==> src/rtl/sprite_blitter_pkg.sv <==
// Shared types and constants for the sprite blitter: FSM states, colour width,
// transparent colour and frame-buffer geometry defaults.
package sprite_blitter_pkg;

   localparam int unsigned ColorW      = 6;
   localparam int unsigned CoordW      = 10;
   localparam int unsigned PixW        = 6;
   localparam logic [ColorW-1:0] Transparent = 6'h00;

   localparam int unsigned FbWDefault  = 640;
   localparam int unsigned FbHDefault  = 480;
   localparam int unsigned AddrW       = $clog2(FbWDefault * FbHDefault);

   typedef enum logic [1:0] {
      StIdle,
      StScan,
      StDrain,
      StFinish
   } state_e;

endpackage

==> src/rtl/sprite_scan_counter.sv <==
// Raster x/y counter over a Width x Height bitmap with clear, enable, wrap and
// last-pixel flag.
module sprite_scan_counter
   import sprite_blitter_pkg::*;
#(
   parameter int unsigned Width  = 42,
   parameter int unsigned Height = 38
) (
   input  logic            clk_i,
   input  logic            rst_ni,
   input  logic            clr_i,
   input  logic            en_i,
   output logic [PixW-1:0] x_o,
   output logic [PixW-1:0] y_o,
   output logic            last_o
);

   logic [PixW-1:0] x_d, x_q, y_d, y_q;
   logic            last_x;

   assign last_x = (x_q == PixW'(Width - 1));
   assign last_o = last_x && (y_q == PixW'(Height - 1));
   assign x_o    = x_q;
   assign y_o    = y_q;

   always_comb begin
      x_d = x_q;
      y_d = y_q;
      if (clr_i) begin
         x_d = '0;
         y_d = '0;
      end else if (en_i) begin
         if (last_x) begin
            x_d = '0;
            y_d = last_o ? '0 : y_q + 1'b1;
         end else begin
            x_d = x_q + 1'b1;
         end
      end
   end

   always_ff @(posedge clk_i or negedge rst_ni) begin
      if (!rst_ni) begin
         x_q <= '0;
         y_q <= '0;
      end else begin
         x_q <= x_d;
         y_q <= y_d;
      end
   end

endmodule

==> src/rtl/sprite_blitter.sv <==
// Sprite blitter: scans a sprite ROM and writes opaque, on-screen pixels into the
// frame buffer through a single-register valid/ready write stage.
module sprite_blitter
   import sprite_blitter_pkg::*;
#(
   parameter int unsigned       SPRITE_W    = 42,
   parameter int unsigned       SPRITE_H    = 38,
   parameter int unsigned       FB_W        = FbWDefault,
   parameter int unsigned       FB_H        = FbHDefault,
   parameter logic [ColorW-1:0] TRANSPARENT = Transparent
) (
   input  logic              Clk,
   input  logic              Reset_n,
   input  logic              Start,
   input  logic [CoordW-1:0] OriginX,
   input  logic [CoordW-1:0] OriginY,
   output logic              Busy,
   output logic              Done,
   output logic [PixW-1:0]   PixelX,
   output logic [PixW-1:0]   PixelY,
   input  logic [ColorW-1:0] Data,
   output logic [AddrW-1:0]  FbAddr,
   output logic [ColorW-1:0] FbData,
   output logic              FbWe,
   input  logic              FbReady
);

   state_e state_d, state_q;

   logic [CoordW-1:0] origin_x_d, origin_x_q, origin_y_d, origin_y_q;
   logic [AddrW-1:0]  fb_addr_d, fb_addr_q;
   logic [ColorW-1:0] fb_data_d, fb_data_q;
   logic              fb_we_d, fb_we_q;

   logic              accept, stall, scan_en, clr, last;
   logic [PixW-1:0]   pix_x, pix_y;
   logic [10:0]       x_abs, y_abs;
   logic [21:0]       addr_full;
   logic              visible;

   sprite_scan_counter #(
      .Width  (SPRITE_W),
      .Height (SPRITE_H)
   ) u_scan_counter (
      .clk_i  (Clk),
      .rst_ni (Reset_n),
      .clr_i  (clr),
      .en_i   (scan_en),
      .x_o    (pix_x),
      .y_o    (pix_y),
      .last_o (last)
   );

   assign accept  = fb_we_q && FbReady;
   assign stall   = fb_we_q && !FbReady;
   assign scan_en = (state_q == StScan) && !stall;
   assign clr     = (state_q == StIdle) && Start;

   // 11-bit sums so clipping sees the true position past the 10-bit origin range.
   always_comb begin
      x_abs     = 11'(origin_x_q) + 11'(pix_x);
      y_abs     = 11'(origin_y_q) + 11'(pix_y);
      addr_full = 22'(y_abs) * 22'(FB_W) + 22'(x_abs);
      visible   = (Data != TRANSPARENT) && (32'(x_abs) < FB_W) && (32'(y_abs) < FB_H);
   end

   always_comb begin
      origin_x_d = origin_x_q;
      origin_y_d = origin_y_q;
      fb_we_d    = fb_we_q;
      fb_addr_d  = fb_addr_q;
      fb_data_d  = fb_data_q;
      if (clr) begin
         origin_x_d = OriginX;
         origin_y_d = OriginY;
      end
      if (accept) fb_we_d = 1'b0;
      if (scan_en) begin
         fb_we_d   = visible;
         fb_addr_d = addr_full[AddrW-1:0];
         fb_data_d = Data;
      end
   end

   // Next-state logic.
   always_comb begin
      state_d = state_q;
      unique case (state_q)
         StIdle:   if (Start) state_d = StScan;
         StScan:   if (scan_en && last) state_d = StDrain;
         StDrain:  if (!fb_we_q || FbReady) state_d = StFinish;
         StFinish: state_d = StIdle;
         default:  state_d = StIdle;
      endcase
   end

   always_comb begin
      Busy   = (state_q != StIdle);
      Done   = (state_q == StFinish);
      PixelX = pix_x;
      PixelY = pix_y;
      FbAddr = fb_addr_q;
      FbData = fb_data_q;
      FbWe   = fb_we_q;
   end

   always_ff @(posedge Clk or negedge Reset_n) begin
      if (!Reset_n) begin
         state_q    <= StIdle;
         origin_x_q <= '0;
         origin_y_q <= '0;
         fb_we_q    <= 1'b0;
         fb_addr_q  <= '0;
         fb_data_q  <= '0;
      end else begin
         state_q    <= state_d;
         origin_x_q <= origin_x_d;
         origin_y_q <= origin_y_d;
         fb_we_q    <= fb_we_d;
         fb_addr_q  <= fb_addr_d;
         fb_data_q  <= fb_data_d;
      end
   end

endmodule

==> config.mk <==
export PLATFORM = sky130hd
export DESIGN_NAME = sprite_blitter
export DESIGN_NICKNAME = d
export VERILOG_FILES = /design/src/rtl/sprite_blitter_pkg.sv /design/src/rtl/sprite_scan_counter.sv /design/src/rtl/sprite_blitter.sv
export SDC_FILE = /design/constraint.sdc
export NUM_CORES = 1
export LEC_CHECK = 0
export CAP_MARGIN = 10
export CORE_ASPECT_RATIO = 1.4
export CORE_MARGIN = 2
export CORE_UTILIZATION = 55
export CTS_CLUSTER_DIAMETER = 50
export CTS_CLUSTER_SIZE = 8
export DETAILED_ROUTE_END_ITERATION = 8
export PLACE_DENSITY = 0.88
export SETUP_SLACK_MARGIN = 0.05
export SYNTH_ARGS = -nofsm -noshare
export SYNTH_HDL_FRONTEND = slang
export SYNTH_HIERARCHICAL = 1
export SYNTH_SLANG_ARGS = --single-unit
==> constraint.sdc <==
create_clock -name Clk -period 12.33 [get_ports Clk]
set_clock_uncertainty 0.2 [all_clocks]
set_input_delay 3.699 -clock Clk [delete_from_list [all_inputs] [get_ports Clk]]
set_output_delay 3.699 -clock Clk [all_outputs]
set_load 0.05 [all_outputs]
==> metrics.log, run 1 <==
[metrics] Clock Pin Slew Worst Setup and Hold Paths: 70 ps
[metrics] TritonRoute pass-1 iters: 5
[metrics] area share of the leading cell type in the synthesized netlist: 0.365
[metrics] adder-cell share of the synthesized area: 0.147
[metrics] share of synthesized registers carrying an async set or reset: 1.00
[metrics] yosys synthesis warning count: 6
[metrics] maximum single-stage delay on the critical path: 590 ps
[metrics] CTS tree: yes
[metrics] Critical Setup Path Class: input pin to flip-flop
[metrics] Worst EP required: 12,380 ps
[metrics] Max Cap Violations: 0
[metrics] via-per-instance ratio: 5.53
[metrics] Die Span X: 77.1 um
[metrics] xor and xnor fraction of the mapped netlist area: 0.0754
[metrics] minimum period implied by the final worst setup slack: 5920 ps
[metrics] number of antenna violations at the first check in global routing: 0
[metrics] list of cells traversed by the critical path: clkdlybuf4s50_1, nand2_1, inv_1, o2111ai_1, nor2_1, xnor2_1, nor3_1
[metrics] worst max-slew margin expressed relative to the limit: 0.417
[metrics] DRT iter0 DRCs: 171
[metrics] layout overhead on the synthesized area: 24.7%
[metrics] setup slack, reg-to-reg: 7700 ps
[metrics] Simple-Gate Fraction of Synth Area: 0.167
[metrics] routed wire length: 8910 um
[metrics] final core area utilization: 0.701
[metrics] # hold bufs at CTS: 0
[metrics] Worst Path Max Fanout: 19
[metrics] commonest cells in the netlist: 60 x sky130_fd_sc_hd__dfrtp_1, 42 x sky130_fd_sc_hd__ha_1, 41 x sky130_fd_sc_hd__nand2_1, 26 x sky130_fd_sc_hd__mux2_2
[metrics] floorplan die area: 8200 um^2
[metrics] share of cells above drive strength 1: 0.126
[metrics] final std cells w/o fill: 581
[metrics] clock latency at the later pin of the worst-skew pair: 340 ps
[metrics] actual transition at the worst max-transition pin: 852 ps
[metrics] largest family of logic cells by synthesized area: simple AND/OR/NAND/NOR gates
[metrics] DRC violations left: 0
[metrics] area of the multi-input gates: 2480 um^2
[metrics] post-synthesis average cell area: 10.1 um^2
[metrics] nets@finish: 556
[metrics] largest net degree at the start of global routing: 61
[metrics] Final period util: 0.480
[metrics] GRT Total Usage: 0.229
[metrics] post-detailed-placement half-perimeter wirelength: 6770 um
[metrics] path class of the lowest-slack min-delay path: flip-flop to flip-flop
[metrics] number of cells upsized or downsized after cts: 0
[metrics] total grt overflow: 0
[metrics] number of max-slew violations in the final report: 0
[metrics] Port Buffer Count: 69
[metrics] Diodes inserted: 0
[metrics] Post-synth EDFFs: 0
[metrics] kind of cell adding the most delay to the critical path: buffers and inverters
[metrics] number of storage elements in the synthesis netlist: 60
[metrics] number of global-route vias before repair: 3,297
[metrics] largest cells by area after synthesis: sky130_fd_sc_hd__dfrtp_1 36%, sky130_fd_sc_hd__ha_1 13%, sky130_fd_sc_hd__mux2_2 7.1%
[metrics] vertical extent of the die: 106 um
[metrics] worst path bufs/invs: 2
[metrics] crit path max-delay cell type: sky130_fd_sc_hd__nand2_1
[metrics] Hold Vio Cnt, Final: 0
[metrics] remaining number of nets flagged by the antenna check after routing: 0
[metrics] setup fix buffers added after clock tree synthesis: 0
[metrics] worst hold margin: 280 ps
[metrics] Clock Root Buffer: sky130_fd_sc_hd__clkbuf_8
[metrics] number of top-level pins: 70
[metrics] WP data arrival: 5970 ps
[metrics] via count: 3,213
[metrics] post-synthesis mux area share: 0.0760
[metrics] Worst Setup End Kind: flip-flop
[metrics] proportion of synthesized chip area in sequential cells: 0.365
[metrics] status: finished, final reports clean
[metrics] library cells used by synthesis: 61
[metrics] top_reg_cell synth: sky130_fd_sc_hd__dfrtp_1
[metrics] synthesized instance count: 406
[metrics] Initial Utilization: 0.563
[metrics] setup repair after global routing missed its margin: no
[metrics] number of rows in the core area: 37
[metrics] compound-gate portion of the synthesized area: 0.137
[metrics] final setup violation count: 0
[metrics] net count after synthesis: 482
[metrics] Routability Congestion: 0.847
[metrics] H-tree depth reported by CTS: 3
[metrics] most common cell in the netlist: sky130_fd_sc_hd__dfrtp_1
[metrics] biggest area consumer among synthesized cells: sky130_fd_sc_hd__dfrtp_1
[metrics] post-synthesis cell area: 4120 um^2
[metrics] wire length of the first global-routing pass: 14,900 um
[metrics] wire length per cell: 15.3 um
[metrics] count of clock tree sinks: 60
[metrics] flip-flop and latch area: 1500 um^2
[metrics] placed instance count: 566
[metrics] maximum clock frequency: 169 MHz
[metrics] number of CTS-inserted buffers: 9
[metrics] element type at the critical path start: input pin
[metrics] Max Buffers Root-to-Sink: 2
[metrics] Placeable Area: 7310 um^2
[metrics] post-route setup TNS: 0 ps
[metrics] Filler Cell Count: 611
## worst reg2reg max path, stage by stage, from the launching register on
cell and delay, ps:
sky130_fd_sc_hd__dfrtp_1 500, sky130_fd_sc_hd__ha_1 240, sky130_fd_sc_hd__inv_1 60, sky130_fd_sc_hd__fa_1 440, sky130_fd_sc_hd__nor2b_4 140, sky130_fd_sc_hd__o21ai_2 70
sky130_fd_sc_hd__a21boi_2 190, sky130_fd_sc_hd__nand2b_4 170, sky130_fd_sc_hd__o2111a_1 180, sky130_fd_sc_hd__xor2_1 250, sky130_fd_sc_hd__ha_1 280, sky130_fd_sc_hd__ha_1 390
sky130_fd_sc_hd__or4b_1 480, sky130_fd_sc_hd__o2111a_1 180, sky130_fd_sc_hd__o311ai_2 120, sky130_fd_sc_hd__nand2b_2 110, sky130_fd_sc_hd__nor4b_2 290, sky130_fd_sc_hd__xnor2_1 150
sky130_fd_sc_hd__o21ai_1 70
## flip-flops by register name, summed over array words and instances (netlist names)
| register | cells |
|---|---|
| FbAddr | 19 |
| FbData | 6 |
| FbWe | 1 |
| origin_x_q | 10 |
| origin_y_q | 10 |
| state_q | 2 |
| u_scan_counter/x_o | 6 |
| u_scan_counter/y_o | 6 |
## path summary, 6_finish.rpt
path                                            start               endpoint  cells past startpoint
worst min-delay path                        FbAddr[4]              FbAddr[4]                      2
max in group asynchronous                     Reset_n             FbAddr[11]                      2
worst max-delay path                            Start  u_scan_counter/x_o[5]                      7
worst min register to register              FbAddr[4]              FbAddr[4]                      2
min in group asynchronous                     Reset_n  u_scan_counter/x_o[1]                      2
worst max register to register  u_scan_counter/y_o[0]             FbAddr[18]                     18
## layout by cell type (no fill, tap or decap), types with 3 or more instances in the layout
master,instances
sky130_fd_sc_hd__clkdlybuf4s50_1,68
sky130_fd_sc_hd__dfrtp_1,60
sky130_fd_sc_hd__ha_1,42
sky130_fd_sc_hd__nand2_1,41
sky130_fd_sc_hd__mux2_2,26
sky130_fd_sc_hd__inv_1,25
sky130_fd_sc_hd__o21ai_0,25
sky130_fd_sc_hd__nor2_1,20
sky130_fd_sc_hd__xor2_1,18
sky130_fd_sc_hd__xnor2_1,13
sky130_fd_sc_hd__a21oi_1,12
sky130_fd_sc_hd__clkbuf_8,12
sky130_fd_sc_hd__a21o_1,8
sky130_fd_sc_hd__nand2b_1,8
sky130_fd_sc_hd__nor3_1,8
sky130_fd_sc_hd__nand3b_1,8
sky130_fd_sc_hd__nand3_1,7
sky130_fd_sc_hd__o21a_1,7
sky130_fd_sc_hd__nor2b_1,7
sky130_fd_sc_hd__o21ai_1,6
sky130_fd_sc_hd__nand4_1,5
sky130_fd_sc_hd__fa_1,4
sky130_fd_sc_hd__o2111a_1,3
sky130_fd_sc_hd__and3_1,3
## per-stage QoR
step	instance area (um^2)	setup slack [ps]
floorplan	4120	6910
global placement	4900	6220
detailed placement	4900	6080
CTS	5130	6450
global route	5130	6240
finish	5130	6410
## routing by layer
layer  track usage  wire length, um  up-vias
met4         0.115              181        0
li1              -                -     1590
met1         0.248             3620     1543
met5             0                0        -
met2         0.435             4850       67
met3        0.0272              258       13
## logic make-up (layout without fill, tap and decap cells)
logic type,Yosys count,in the layout
fa+ha+maj,46,46
xor+xnor,33,33
flops,60,60
buf+inv,33,111
simple gates,124,124
compound gates,82,82
mux,28,28
## layout make-up
class	count	area share
clock buffers	12	0.0322
well taps	97	0.0237
multi-input cells	313	0.483
flip-flops and latches	60	0.293
repair buffers	71	0.137
inverters	25	0.0183
clock inverters	3	0.0134
Power of run 1 is left out: the tool's default activity adds up to more than one toggle a clock period on the data nets, which glitch-free logic cannot reach.
==> run 2: changes to the inputs <==
--- a/config.mk
+++ b/config.mk
@@ -8,11 +8,11 @@
 export CAP_MARGIN = 10
 export CORE_ASPECT_RATIO = 1.4
 export CORE_MARGIN = 2
-export CORE_UTILIZATION = 55
+export CORE_UTILIZATION = 54
 export CTS_CLUSTER_DIAMETER = 50
 export CTS_CLUSTER_SIZE = 8
 export DETAILED_ROUTE_END_ITERATION = 8
-export PLACE_DENSITY = 0.88
+export PLACE_DENSITY = 0.87
 export SETUP_SLACK_MARGIN = 0.05
 export SYNTH_ARGS = -nofsm -noshare
 export SYNTH_HDL_FRONTEND = slang
==> constraint.sdc (replaced) <==
create_clock -name Clk -period 5.7 [get_ports Clk]
set_clock_uncertainty 0.2 [all_clocks]
set_input_delay 1.71 -clock Clk [delete_from_list [all_inputs] [get_ports Clk]]
set_output_delay 1.71 -clock Clk [all_outputs]
set_load 0.05 [all_outputs]
==> run 2 against run 1 <==
Compared with the run above:
- register-to-register slack worse by 6500 ps
- critical path depth increased by 11
- utilization is 0.42 points lower
- first-iteration DRC count rose by 8.2%
- count of clock-buffer cells in the layout grew 1
- die area is 1.8% higher
- flip-flop and latch count unchanged
- non-clock buffer count up 1
- setup slack worse by 5200 ps
==> metrics.log, run 2 (synthesis results as in run 1) <==
[metrics] status: finished, final reports clean
[metrics] Critical Setup Path Class: flip-flop to flip-flop
[metrics] number of max-slew violations in the final report: 0 (unchanged)
[metrics] final core area utilization: 0.697 (-0.00424)
[metrics] Final period util: 0.790
[metrics] most common cell after layout, fill and taps aside: sky130_fd_sc_hd__clkdlybuf4s50_1
[metrics] worst setup path startpoint: u_scan_counter/y_o[0]
[metrics] nets@finish: 557 (+0.18%)
[metrics] via-per-instance ratio: 5.51 (-0.41%)
[metrics] worst path bufs/invs: 1 (-1)
[metrics] wire length per cell: 15.0 um (-2.2%)
[metrics] logic depth of the worst register-to-register path: 18 (unchanged)
[metrics] path class of the lowest-slack min-delay path: flip-flop to flip-flop
[metrics] setup fix buffers added after clock tree synthesis: 0 (unchanged)
[metrics] # hold bufs at CTS: 0 (unchanged)
[metrics] Post-Place Cell Area: 4900 um^2 (+0.15%)
[metrics] critical path capture point: FbAddr[18]
[metrics] number of top-level pins: 70 (unchanged)
[metrics] number of CTS-inserted buffers: 9 (unchanged)
[metrics] count of clock tree sinks: 60 (unchanged)
[metrics] minimum period implied by the final worst setup slack: 4500 ps
[metrics] Hold Vio Cnt, Final: 0 (unchanged)
[metrics] layout overhead on the synthesized area: 24.7% (about the same)
[metrics] Routability Congestion: 0.875 (+3.3%)
[metrics] Max Buffers Root-to-Sink: 2 (unchanged)
[metrics] via count: 3,211 (-0.062%)
[metrics] startpoint of the most critical register-to-register path: u_scan_counter/y_o[0]
[metrics] maximum clock frequency: 222 MHz
[metrics] worst max-slew margin expressed relative to the limit: 0.514 (+0.0973)
[metrics] number of rows in the core area: 37 (unchanged)
[metrics] TritonRoute pass-1 iters: 5 (unchanged)
[metrics] most frequent cell on the critical path: sky130_fd_sc_hd__ha_1
[metrics] total grt overflow: 0 (unchanged)
[metrics] element type at the critical path start: flip-flop
[metrics] reg-to-reg critical path endpoint: FbAddr[18]
[metrics] Diodes inserted: 0 (unchanged)
[metrics] cell count of the worst hold path: 2 (unchanged)
[metrics] H-tree depth reported by CTS: 3 (unchanged)
[metrics] post-detailed-placement half-perimeter wirelength: 6800 um (+0.44%)
[metrics] setup slack, reg-to-reg: 1200 ps (-6500 ps)
[metrics] largest net degree at the start of global routing: 61 (unchanged)
[metrics] vertical extent of the die: 107 um (+0.89%)
[metrics] CTS tree: yes
[metrics] clock latency at the later pin of the worst-skew pair: 350 ps (about the same)
[metrics] Die Span X: 77.8 um (+0.88%)
[metrics] GRT Total Usage: 0.227 (-0.00199)
[metrics] Worst Path Max Fanout: 8 (-11)
[metrics] kind of cell adding the most delay to the critical path: adder cells
[metrics] wire length of the first global-routing pass: 14,700 um (-1.6%)
[metrics] Max Cap Violations: 0 (unchanged)
[metrics] final setup slack of the worst path: 1200 ps (-5220 ps)
[metrics] crit path max-delay cell type: sky130_fd_sc_hd__dfrtp_1
[metrics] DRC violations left: 0 (unchanged)
[metrics] final setup violation count: 0 (unchanged)
[metrics] floorplan die area: 8350 um^2 (+1.8%)
[metrics] Clock Root Buffer: sky130_fd_sc_hd__clkbuf_8
[metrics] Worst path depth: 18 (+11)
[metrics] list of cells traversed by the critical path: ha_1, inv_1, fa_1, nor2b_4, o21ai_2, a21boi_2, nand2b_4, o2111a_1, xor2_1, ha_1, ha_1, or4b_1, o2111a_1, o311ai_2, nand2b_2, nor4b_2, xnor2_1, o21ai_1
[metrics] Worst EP required: 5720 ps (-6660 ps)
[metrics] Largest register FFs: 19 (unchanged)
[metrics] commonest non-fill, non-tap cells in the layout: 68 x sky130_fd_sc_hd__clkdlybuf4s50_1, 60 x sky130_fd_sc_hd__dfrtp_1, 42 x sky130_fd_sc_hd__ha_1
[metrics] actual transition at the worst max-transition pin: 728 ps (-124 ps)
[metrics] number of antenna violations at the first check in global routing: 0 (unchanged)
[metrics] setup repair after global routing missed its margin: no
[metrics] Clock Pin Slew Worst Setup and Hold Paths: 70 ps (about the same)
[metrics] Worst Setup End Kind: flip-flop
[metrics] number of cells upsized or downsized after cts: 0 (unchanged)
[metrics] routed wire length: 8740 um (-1.9%)
[metrics] share of cells above drive strength 1: 0.126 (-0.000519)
[metrics] WP data arrival: 4520 ps (-1450 ps)
[metrics] post-route standard cell area excluding fillers: 5130 um^2 (about the same)
[metrics] Initial Utilization: 0.559 (-0.00354)
[metrics] Port Buffer Count: 69 (unchanged)
[metrics] number of global-route vias before repair: 3,276 (-0.64%)
[metrics] DRT iter0 DRCs: 185 (+8.2%)
[metrics] worst slack at placement: 1220 ps (-4860 ps)
[metrics] maximum single-stage delay on the critical path: 490 ps (-100 ps)
[metrics] remaining number of nets flagged by the antenna check after routing: 0 (unchanged)
[metrics] Placeable Area: 7360 um^2 (+0.63%)
[metrics] post-route setup TNS: 0 ps (unchanged)
[run 2: per-layer routing]
layer  GRT usage  part of all wire  wire [um]  vias to the layer above
met2       0.419              0.54       4740                       72
met1       0.248              0.40       3510                     1529
li1            -                 -          -                     1593
met5           0                 0          0                        -
met4       0.101             0.023        201                        0
met3      0.0461             0.034        293                       17
[run 2: final cells by class]
type	instances	area, um^2
Inverter	25	93.8
Multi-Input combinational cell	313	2480
Sequential cell	60	1500
Timing Repair Buffer	72	708
Clock buffer	13	159
Tap cell	97	121
Fill cell	565	2230
Clock inverter	3	68.8
[run 2: worst register-to-register path: stages (launching register included)]
cell                       delay (ps)
sky130_fd_sc_hd__dfrtp_1          490
sky130_fd_sc_hd__ha_1             220
sky130_fd_sc_hd__inv_1             60
sky130_fd_sc_hd__fa_1             440
sky130_fd_sc_hd__nor2b_4          140
sky130_fd_sc_hd__o21ai_2           70
sky130_fd_sc_hd__a21boi_2         190
sky130_fd_sc_hd__nand2b_4         160
sky130_fd_sc_hd__o2111a_1         190
sky130_fd_sc_hd__xor2_1           200
sky130_fd_sc_hd__ha_1             270
sky130_fd_sc_hd__ha_1             390
sky130_fd_sc_hd__or4b_1           450
sky130_fd_sc_hd__o2111a_1         170
sky130_fd_sc_hd__o311ai_2         120
sky130_fd_sc_hd__nand2b_2         110
sky130_fd_sc_hd__nor4b_2          280
sky130_fd_sc_hd__xnor2_1          160
sky130_fd_sc_hd__o21ai_1           70
[run 2: worst min-delay path by stage]
stage                     slack (ps)           from             to
after CTS                        280      FbAddr[4]      FbAddr[4]
after global routing             310      FbAddr[6]      FbAddr[6]
after detailed placement         270      FbAddr[4]      FbAddr[4]
final                            280      FbAddr[6]      FbAddr[6]
after floorplan                  280  origin_x_q[2]  origin_x_q[2]
after global placement           260      FbAddr[6]      FbAddr[6]
[run 2: through the flow]
| step | hold slack (ps) | std cells |
|---|---|---|
| global route | 310 | 583 |
| floorplan | 284 | 406 |
| CTS | 284 | 583 |
| global placement | 261 | 567 |
| finish | 277 | 583 |
| detailed placement | 269 | 567 |
Power of run 2 is left out for the same reason.
==> RTL change: new RTL, settings of run 2 <==
The 4 states of `state_e` get a Gray code encoding in 2 bits.
--- a/src/rtl/sprite_blitter_pkg.sv
+++ b/src/rtl/sprite_blitter_pkg.sv
@@ -13,8 +13,8 @@
 
    typedef enum logic [1:0] {
-      StIdle,
-      StScan,
-      StDrain,
-      StFinish
+      StIdle   = 2'b00,
+      StScan   = 2'b01,
+      StDrain  = 2'b11,
+      StFinish = 2'b10
    } state_e;
 
Function: no difference found for any inputs over 4 cycles, from zero or initial values and one cycle with Reset_n low; so few cycles prove little.
==> RTL change against run 2 <==
  * Design area decreased by 3.9%
  * Non-clock buffer count unchanged
  * Utilization increased by 0.47 points
  * Wire length decreased by 4.1%
  * Synthesized area decreased by 4.0%
  * First-iteration DRC count decreased by 24%
  * Global-route usage decreased by 0.40 points
  * Sequential cell count unchanged
  * Worst setup slack improved by 0.035 ns
  * Synthesized cell count decreased by 0.49%
  * Via count decreased by 2.1%
==> RTL change: results (changes against run 2) <==
* Hold wc startpoint: FbAddr[7]
* Met3 Use GR at 3.71% (-0.90 points)
* Slowest cell on the critical path: dfrtp_1
* Sequential area share after synthesis at 38.0% (+1.5 points)
* Met3 wire length at 294 microns (+0.34%)
* Crit Reg-Reg Endpoint: FbAddr[17]
* GP Congestion at 0.843 (-3.6%)
* Synth top cells by count: dfrtp_1 (60), nand2_1 (55), ha_1 (37)
* Top delay family on crit path: adder cells
* Global-route wire length before repair at 14300 microns (-3.0%)
* Pre-antenna DRT Iters at 4 (-1)
* Avg Vias per Cell at 5.47 (-0.72%)
* Starting density of the core at 56.2% (+0.29 points)
* Final net count at 546 (-2.0%)
* Global routing usage on met1 at 26.3% (+1.5 points)
* CP max FO at 7 (-1)
* Compound-cell area share of the yosys netlist at 13.2% (-0.47 points)
* Total GRT Usage at 22.3% (-0.40 points)
* Fin Hold WS at 0.276 ns (-0.00155 ns)
* WP data arrival at 4.50 ns (-0.02 ns)
* Syn nets at 475 (-1.5%)
* Status: completed
* Via count at 3144 (-2.1%)
* Syn Inst Count at 404 (-0.49%)
* Xor/xnor share of the synthesized area at 8.08% (+0.54 points)
* GRT met2 Usage at 38.2% (-3.6 points)
* Iter 0 DRT Violations at 141 (-24%)
* Reg2Reg Depth at 17 (-1)
* Post-DP Area at 4730 sq um (-3.5%)
* Worst Hold End: FbAddr[7]
* Area contributors post-synth: dfrtp_1 (38%), ha_1 (12%), nand2_1 (5.2%)
* Dpl ws at 1.25 ns (+0.0308 ns)
* Reg2reg setup slack at 1.23 ns (+0.03 ns)
* Post-synthesis adder-cell area fraction at 13.8% (-0.96 points)
* Worst slew pin tran at 0.743 ns (+0.0142 ns)
* Layout cells sized above 1 at 11.0% (-1.5 points)
* Met1 WL at 3580 microns (+2.2%)
==> RTL change: cell count changes after synthesis, moves of 4 or more <==
cell and change:
a21oi_1 +5, nor2b_1 -4, xnor2_1 +4, o21a_1 -4
ha_1 -5, nand2_1 +14, mux2_2 -8, clkbuf_1 +5
==> RTL change: area by class of cell <==
cell class,count,area (sq um)
timing repair buffer,72,708
multi-input combinational,308,2310
inverter,24,90.1
tap,95,119
clock buffer,9,124
sequential,60,1500
clock inverter,7,75.1
fill,547,2100
==> RTL change: worst max path at each step <==
stage	to	cells after the start	slack (ns)	startpoint
after floorplan	FbAddr[17]	17	1.26	u_scan_counter/y_o[0]
after detailed placement	FbAddr[17]	17	1.25	u_scan_counter/y_o[0]
final	FbAddr[17]	17	1.23	u_scan_counter/y_o[0]
after global placement	FbAddr[17]	17	1.40	u_scan_counter/y_o[0]
after global routing	FbAddr[18]	17	0.87	u_scan_counter/y_o[0]
after CTS	FbAddr[17]	17	1.22	u_scan_counter/y_o[0]
